[src/rtl/m_dram_store_buffer_pkg.sv]
// Shared definitions for the DRAM store buffer: drain FSM encoding,
// DRAM word-index width and the nominal DRAM write latency.
package m_dram_store_buffer_pkg;

  typedef enum logic {
    IDLE = 1'b0,
    WAIT = 1'b1
  } drain_state_t;

  // DRAM word index is addr[12:2]
  localparam int IDX_W = 11;
  localparam int DATA_W = 32;
  localparam int ENTRY_W = IDX_W + DATA_W;

  // Kept equal to the DRAM model's `D_DELAY
  localparam int D_DELAY_DEFAULT = 10;

  // Rebuild a word-aligned byte address from a word index
  function automatic logic [31:0] idx_to_addr(input logic [IDX_W-1:0] idx);
    return {19'b0, idx, 2'b00};
  endfunction

endpackage

[src/rtl/m_dram_store_buffer_sfifo.sv]
// Parameterised synchronous FIFO. Besides push/pop/head it exposes the
// whole entry array, the per-slot valid vector and the read pointer so the
// owner can run an associative search over the queued entries.
module m_sfifo #(
  parameter int DEPTH = 4,
  parameter int WIDTH = 43,
  parameter int AW = $clog2(DEPTH)
) (
  input  logic                   i_clk,
  input  logic                   i_rst,
  input  logic                   i_push,
  input  logic                   i_pop,
  input  logic [WIDTH-1:0]       i_wdata,
  output logic [WIDTH-1:0]       o_head,
  output logic [DEPTH*WIDTH-1:0] o_entries,
  output logic [DEPTH-1:0]       o_valid,
  output logic [AW-1:0]          o_rd_slot,
  output logic [AW:0]            o_count,
  output logic                   o_full,
  output logic                   o_empty
);

  // Pointers carry one extra MSB so full and empty differ only in that bit
  logic [AW:0]      r_wptr;
  logic [AW:0]      r_rptr;
  logic [WIDTH-1:0] r_mem [DEPTH];
  logic [AW:0]      w_count;

  assign w_count   = r_wptr - r_rptr;
  assign o_count   = w_count;
  assign o_full    = (w_count == (AW+1)'(DEPTH));
  assign o_empty   = (w_count == '0);
  assign o_head    = r_mem[r_rptr[AW-1:0]];
  assign o_rd_slot = r_rptr[AW-1:0];

  // A slot is valid when its distance from the read slot is below the count
  for (genvar g = 0; g < DEPTH; g++) begin : g_slot
    logic [AW-1:0] w_rel;
    assign w_rel = AW'(g) - r_rptr[AW-1:0];
    assign o_valid[g] = ({1'b0, w_rel} < w_count);
    assign o_entries[g*WIDTH +: WIDTH] = r_mem[g];
  end

  // Pointer update; wrap-around is by natural overflow of the AW+1 bit counters
  always_ff @(posedge i_clk or posedge i_rst) begin
    if (i_rst) begin
      r_wptr <= '0;
      r_rptr <= '0;
    end else begin
      if (i_push) r_wptr <= r_wptr + 1'b1;
      if (i_pop)  r_rptr <= r_rptr + 1'b1;
    end
  end

  // Entry storage needs no reset: contents are only meaningful while valid
  always_ff @(posedge i_clk) begin
    if (i_push) r_mem[r_wptr[AW-1:0]] <= i_wdata;
  end

endmodule

[src/rtl/m_dram_store_buffer.sv]
// Store buffer between the MA stage and the slow DRAM write port. Stores
// are queued in one cycle, drained one at a time with a single-cycle write
// strobe and an ack handshake, and forwarded to loads that hit a queued word.
module m_dram_store_buffer
  import m_dram_store_buffer_pkg::*;
#(
  parameter int DEPTH = 4,
  parameter int D_DELAY = D_DELAY_DEFAULT
) (
  input  logic        w_clock,
  input  logic        w_reset,
  input  logic        w_we,
  input  logic [31:0] w_addr,
  input  logic [31:0] w_wd,
  output logic        w_full,
  output logic        w_empty,
  input  logic [31:0] w_ld_addr,
  output logic        w_fwd_hit,
  output logic [31:0] w_fwd_data,
  output logic        r_dram_we,
  output logic [31:0] r_dram_addr,
  output logic [31:0] r_dram_wd,
  input  logic        w_dram_ack,
  output logic        r_ovf
);

  localparam int AW = $clog2(DEPTH);

  drain_state_t             r_state;
  logic                     w_push;
  logic                     w_pop;
  logic [ENTRY_W-1:0]       w_head;
  logic [DEPTH*ENTRY_W-1:0] w_entries;
  logic [DEPTH-1:0]         w_valid;
  logic [AW-1:0]            w_rd_slot;
  logic [AW:0]              w_count;
  logic [AW-1:0]            w_slot;
  logic [ENTRY_W-1:0]       w_entry;
  logic                     w_unused;

  // The head is released only when the DRAM confirms the write
  assign w_pop = (r_state == WAIT) && w_dram_ack;

  // A store arriving while full is still taken when the head retires in the
  // same cycle, since a slot frees up on that very edge
  assign w_push = w_we && (!w_full || w_pop);

  assign w_unused = &{1'b0, w_addr[31:13], w_addr[1:0], w_ld_addr[31:13],
                      w_ld_addr[1:0], w_count, D_DELAY[0]};

  m_sfifo #(
    .DEPTH(DEPTH),
    .WIDTH(ENTRY_W)
  ) u_fifo (
    .i_clk    (w_clock),
    .i_rst    (w_reset),
    .i_push   (w_push),
    .i_pop    (w_pop),
    .i_wdata  ({w_addr[12:2], w_wd}),
    .o_head   (w_head),
    .o_entries(w_entries),
    .o_valid  (w_valid),
    .o_rd_slot(w_rd_slot),
    .o_count  (w_count),
    .o_full   (w_full),
    .o_empty  (w_empty)
  );

  // Drain FSM: issue the head with a one-cycle strobe, then hold until ack
  always_ff @(posedge w_clock or posedge w_reset) begin
    if (w_reset) begin
      r_state     <= IDLE;
      r_dram_we   <= 1'b0;
      r_dram_addr <= '0;
      r_dram_wd   <= '0;
    end else begin
      case (r_state)
        IDLE: begin
          r_dram_we <= 1'b0;
          if (!w_empty) begin
            r_state     <= WAIT;
            r_dram_we   <= 1'b1;
            r_dram_addr <= idx_to_addr(w_head[ENTRY_W-1 -: IDX_W]);
            r_dram_wd   <= w_head[DATA_W-1:0];
          end
        end
        WAIT: begin
          r_dram_we <= 1'b0;
          if (w_dram_ack) r_state <= IDLE;
        end
        default: begin
          r_state   <= IDLE;
          r_dram_we <= 1'b0;
        end
      endcase
    end
  end

  // Sticky flag for a store that found no room and was discarded
  always_ff @(posedge w_clock or posedge w_reset) begin
    if (w_reset) begin
      r_ovf <= 1'b0;
    end else if (w_we && !w_push) begin
      r_ovf <= 1'b1;
    end
  end

  // Walk from oldest to newest so the newest matching entry wins
  always_comb begin
    w_fwd_hit  = 1'b0;
    w_fwd_data = '0;
    w_slot     = '0;
    w_entry    = '0;
    for (int k = 0; k < DEPTH; k++) begin
      w_slot  = w_rd_slot + AW'(k);
      w_entry = w_entries[w_slot*ENTRY_W +: ENTRY_W];
      if (w_valid[w_slot] && (w_entry[ENTRY_W-1 -: IDX_W] == w_ld_addr[12:2])) begin
        w_fwd_hit  = 1'b1;
        w_fwd_data = w_entry[DATA_W-1:0];
      end
    end
  end

endmodule

[config.mk]
export PLATFORM = sky130hd
export DESIGN_NAME = m_dram_store_buffer
export DESIGN_NICKNAME = d
export VERILOG_FILES = /design/src/rtl/m_dram_store_buffer_pkg.sv /design/src/rtl/m_dram_store_buffer_sfifo.sv /design/src/rtl/m_dram_store_buffer.sv
export SDC_FILE = /design/constraint.sdc
export NUM_CORES = 1
export LEC_CHECK = 0
export CAP_MARGIN = 20
export CORE_ASPECT_RATIO = 0.7
export CORE_MARGIN = 2
export CORE_UTILIZATION = 49
export CTS_BUF_LIST = sky130_fd_sc_hd__clkbuf_16
export CTS_CLUSTER_SIZE = 28
export DETAILED_ROUTE_END_ITERATION = 8
export GPL_TIMING_DRIVEN = 0
export PLACE_DENSITY = 0.8
export SYNTH_ARGS = -nofsm -noshare
export SYNTH_HDL_FRONTEND = slang
export SYNTH_SLANG_ARGS = --single-unit
[constraint.sdc]
create_clock -name w_clock -period 6.3 [get_ports w_clock]
set_input_delay 1.89 -clock w_clock [delete_from_list [all_inputs] [get_ports w_clock]]
set_output_delay 1.89 -clock w_clock [all_outputs]
set_load 0.03 [all_outputs]
**Word-level counts from Yosys, hierarchy flattened**

Memories as Yosys holds them, arrays and structs flattened. A register that Yosys moved wholly into a read port is not among the register bits.
Index checks and enable logic that the tools add are counted.

- Flip-flop bits (word level): 9
- Memory bits (writable): 172
- Bits of input ports: 100
- Output and inout bits: 101
- Logic and storage cells: 73
- Memories kept: 1

- Add/subtract/negate cells: 10
- Multipliers: 4
- $lt $le $gt $ge: 8
- Equality and inequality tests: 5
- Shifts and indexed selects: 4
- Mux-type cells: 22
- Bitwise gates (word level): 2
- Reduce and logical (&&, ||, !) cells: 12

Memory list:

| name | depth | bits a word | read ports | clocked after Yosys merged registers in | write ports | line | text |
|---|---|---|---|---|---|---|---|
| u_fifo.r_mem | 4 | 43 | 5 | 1 | 1 | m_dram_store_buffer_sfifo.sv:26 | `logic [WIDTH-1:0] r_mem [DEPTH];` |

Operators by type and width:

| cell | number |
|---|---|
| $shiftx 172x9->43 | 4 |
| $mux 32 | 4 |
| $eq 11x11->1 | 4 |
| $mul 2x6->8 const B | 4 |
| $lt 2x3->1 | 4 |
| $lt 2x3->1 const B | 4 |
| $mux 1 | 12 |
| $bmux 1 s2 | 4 |
| $logic_and 1x1->1 | 7 |
| $add 3x1->3 const B | 2 |
| $add 2x2->2 const B | 2 |
| $pmux 1 s2 | 2 |
| $sub 1x2->2 const A | 2 |
| $sub 2x2->2 const A | 2 |
| $eq 3x3->1 const B | 1 |
| $logic_not 3->1 | 1 |
| $sub 3x3->3 | 1 |
| $add 2x1->2 const B | 1 |
| $logic_not 1->1 | 2 |
| $not 1->1 | 2 |
| $reduce_and 2->1 | 1 |
| $logic_or 1x1->1 | 1 |

**Depth between registers and ports, before layout**

- Depth in word-level cells: 9
- Gate-level depth with buffers: 15
- Depth with buffers taken out: 13

**Hierarchy**

From an unflattened synthesis, not the netlist that was laid out.

- Cell total of the unflattened synthesis: 1160
- Area, all modules: 14246.2 um^2

Modules (own cells, without submodules):

| module | times used | cells each | area each (um^2) | seq. area each (um^2) |
|---|---|---|---|---|
| m_dram_store_buffer | 1 | 879 | 7433.4 | 1151.1 |
| m_sfifo | 1 | 281 | 6812.8 | 5315.1 |

**Least setup slack after synthesis**

No wires, ideal clock.

- Path type: register to output
- Start: register u_fifo.r_rptr[1]
- End: output w_fwd_data[11]
- Data arrival time: 3.961 ns
- Data required time: 4.410 ns
- Slack: 0.449 ns
- Cell stages (with the launch flop): 16
- Path buffers: 4
- Cell sequence: dfrtp_1 > buf_2 > buf_2 > inv_1 > fa_1 > inv_1 > ha_1 > nor2_1 > or2_2 > mux4_2 > a21oi_1 > and2_1 > buf_2 > buf_2 > o31ai_1 > a31oi_1

- Longest elaborated chain between the ends: 9
- Elaborated cells between the ends (all ways): 40
- Classes of those cells: add/sub: 8; mul: 4; order compare: 4; eq/ne: 4; shift: 4; mux: 12; reduce/logical: 4

RTL lines:

| what | line | text |
|---|---|---|
| start: declaration | m_dram_store_buffer_sfifo.sv:25 | `logic [AW:0] r_rptr;` |
| start signal: assignment | m_dram_store_buffer_sfifo.sv:51 | `if (i_pop) r_rptr <= r_rptr + 1'b1;` |
| branches (longest 8 deep; another with $mul 2x6->8) | - |  |
| $mux 32 * | m_dram_store_buffer.sv:117 | `if (w_valid[w_slot] && (w_entry[ENTRY_W-1 -: IDX_W] == w_ld_addr[12:2])) begin` |
| end: declaration | m_dram_store_buffer.sv:19 | `output logic [31:0] w_fwd_data,` |

Every way passes the cells marked *. The select of a mux whose other input is x is not followed.

**Worst setup path after layout**

- Start: register u_fifo.r_rptr[1]
- End: output w_fwd_data[2]

The elaborated chain is that of the path after synthesis.

==> impl_metrics.env <==
export IMPL_dr_pass1_iters=5
export IMPL_avgSynthCellArea_um2=14.7
export IMPL_max_slew_worst_pin_slew_ns=0.958
export IMPL_power_internal_mw=5.33
export IMPL_met1_usage_pct=37.9
export IMPL_io_pins=201
export IMPL_detailroute_via_count=9830
export IMPL_dp_hpwl_um=26400
export IMPL_wire_per_inst_um=25.7
export IMPL_netlist_top_cells_area="edfxtp_1 (38%), mux4_2 (26%), dfrtp_1 (9.6%), nand2_1 (4.0%), xnor2_1 (2.1%)"
export IMPL_clk_path_buf_depth=3
export IMPL_core_um2=27000
export IMPL_hp_class="flip-flop to flip-flop"
export IMPL_layout_commonest_cell="edfxtp_1"
export IMPL_sequentialPowerShare_pct=26.2
export IMPL_cts_made_buffers=23
export IMPL_die_height_um=143
export IMPL_multi_input_area_um2=6900
export IMPL_start_util_pct=50.3
export IMPL_switching_share_pct=41.1
export IMPL_placed_area_um2=15600
export IMPL_seq_area_um2=6470
export IMPL_cts_sinks=224
export IMPL_total_power_mw=9.05
export IMPL_use_met2_pct=40.6
export IMPL_drive_above_1_share_pct=33.9
export IMPL_die_w_um=203
export IMPL_row_count=50
export IMPL_clock_latency_ns=0.54
export IMPL_grt_max_degree=31
export IMPL_ys_seq_area_share_pct=47.6
export IMPL_wl_um=38600
export IMPL_grt_pass1_vias=9559
export IMPL_p_comb_share_pct=59.1
export IMPL_cts_tree="done"
export IMPL_clock_root_buffer="clkbuf_16"
export IMPL_start_kind="flip-flop"
export IMPL_fin_cells=1505
export IMPL_crit_type="flip-flop to output pin"
export IMPL_design_area_um2=16800
export IMPL_grt_pass1_wl_um=57700
export IMPL_crit_arrival_ns=4.33
export IMPL_dp_cells=1448
export IMPL_area_growth_pct=23.8
export IMPL_cap_violations=0
export IMPL_relSlewSlack_pct=36.1
export IMPL_clkPwrFrac_pct=14.6
export IMPL_ir_drop_mv=0.315
export IMPL_cts_hold_buf=0
export IMPL_power_density_nw_per_um2=538
export IMPL_drtIter0Drc=1358
export IMPL_avgViaCountPerCell=6.53
export IMPL_final_cell_mix="edfxtp_1 (172), mux4_2 (157), nand2_1 (146), clkdlybuf4s50_1 (97), buf_4 (63)"
export IMPL_synth_async_reset_ratio_pct=23.2
export IMPL_period_needed_ns=6.22
export IMPL_yosys_warnings=0
export IMPL_synth_seq_cells=224
export IMPL_antenna_found_initial=1
export IMPL_busiest_layer="met2"
export IMPL_power_static_leakage_nw=6.04
export IMPL_fin_worst_skew_ns=0.0260
export IMPL_period_share_pct=98.7
export IMPL_worst_setup_path_end_kind="output pin"
export IMPL_slew_violations=0
export IMPL_use_met3_pct=7.57
export IMPL_ys_flop_type="edfxtp_1"
export IMPL_nFillCells=2022
export IMPL_fin_tns_setup_ns=0
export IMPL_status="finished clean"
export IMPL_grt_overflow=0
export IMPL_nets=1237
export IMPL_hold_violations=0
export IMPL_htreeDepth=1
export IMPL_required_ns=4.41
export IMPL_setup_viol=0
export IMPL_grt_total_usage_pct=26.6
export IMPL_cp_max_fo=10
export IMPL_syn_cell_area_um2=13600
export IMPL_drc=0
export IMPL_fmax_mhz=161
export IMPL_die_area_um2=29100
export IMPL_p_sw_mw=3.72
export IMPL_synth_distinct_cells=38
export IMPL_syn_inst=922
export IMPL_place_gp_congestion=0.873
export IMPL_ant_nets=0
export IMPL_clk_pin_slew_ns=0.06
export IMPL_synth_top_cell_area_share_pct=38.0
export IMPL_port_buffers=137
export IMPL_synth_edf_count=172
export IMPL_yosysTopAreaCell="edfxtp_1"
-- cell families (layout without fill, tap and decap cells) --
| family | Yosys count | after routing | share of synthesized area (%) |
|---|---|---|---|
| simple gates | 241 | 241 | 8.70 |
| xor+xnor | 51 | 51 | 3.29 |
| fa+ha+maj | 14 | 14 | 1.34 |
| compound gates | 88 | 88 | 4.55 |
| mux | 196 | 196 | 30.1 |
| other cells | 1 | 22 | 0.0276 |
| flops | 224 | 224 | 47.6 |
| buf+inv | 107 | 305 | 4.43 |
-- sequential cells by signal, summed over array words and instances (netlist names) --
name / count
u_fifo.r_rptr: 3
r_dram_addr: 11
u_fifo.r_mem: 172
u_fifo.r_wptr: 3
r_ovf: 1
r_dram_we: 1
r_state: 1
r_dram_wd: 32
-- worst paths after layout --
check                                 startpoint                  end  slack [ns]  cells after the start
worst min register to register             r_ovf                r_ovf        0.47                      1
worst max register to register  u_fifo.r_rptr[1]  u_fifo.r_mem[0][31]        2.42                      9
min in group asynchronous                w_reset         r_dram_wd[2]        1.76                      2
worst min-delay path                       r_ovf                r_ovf        0.47                      1
worst max-delay path            u_fifo.r_rptr[1]        w_fwd_data[2]        0.08                     16
max in group asynchronous                w_reset     u_fifo.r_rptr[0]        3.94                      3
-- worst max-delay path, stage by stage (launching register included) --
cell        delay (ns)
dfrtp_1           0.42
buf_8             0.13
buf_8             0.15
clkinvlp_4        0.11
fa_1              0.53
inv_2             0.08
ha_1              0.28
nor2_1            0.04
or2_2             0.28
mux4_2            0.49
a21oi_4           0.21
and2_1            0.18
buf_6             0.16
a21oi_4           0.09
buf_4             0.23
a31oi_2           0.21
buf_4             0.21
-- per-layer routing --
layer | up-vias | wire length (um)
met5 | - | 85
met4 | 2 | 874
met3 | 80 | 5070
met2 | 739 | 17400
met1 | 4956 | 15200
li1 | 4053 | -
-- cells in the mapped netlist (all sizes together), types with 12 or more instances --
master / instances
a31oi: 32
buf: 65
clkbuf: 31
dfrtp: 52
edfxtp: 172
ha: 13
mux2i: 20
mux4: 166
nand2: 147
nand3: 35
nand3b: 32
o21ai: 12
o31ai: 32
xnor2: 33
xor2: 18
-- final cells by class --
class	count	area share (%)
Antenna cell	1	0.0149
Buffer	92	3.84
Clock buffer	24	3.57
Clock inverter	18	0.699
Inverter	11	0.268
Multi-Input combinational cell	611	41.0
Sequential cell	224	38.5
Tap cell	364	2.71
Timing Repair Buffer	160	9.39
-- power by group through the flow --
stage | logic [mW] | registers (mW) | clock network (mW)
final | 5.35 | 2.38 | 1.32
after global routing | 5.69 | 2.42 | 1.40
after CTS | 5.24 | 2.37 | 1.33
after detailed placement | 5.15 | 2.39 | 0
after global placement | 5.00 | 2.39 | 0
after floorplan | 3.51 | 2.59 | 0
-- stage by stage --
stage                     utilization [%]  hold slack [ns]  worst slack (ns)
after detailed placement             57.7            0.462            -0.919
after global routing                 62.2            0.485           -0.0319
after CTS                            61.2            0.475           -0.0100
final                                62.2            0.471            0.0797
after global placement               57.3            0.457            -0.843
after floorplan                         -            0.462             0.449
-- timing repair --
item	CTS	global route
cloned	1	0
buffers inserted	11	6
pin swaps	4	3
gates resized for setup	276	64
endpoints found under the setup margin	33	33
Note: power is estimated with default switching activity, not from simulation.
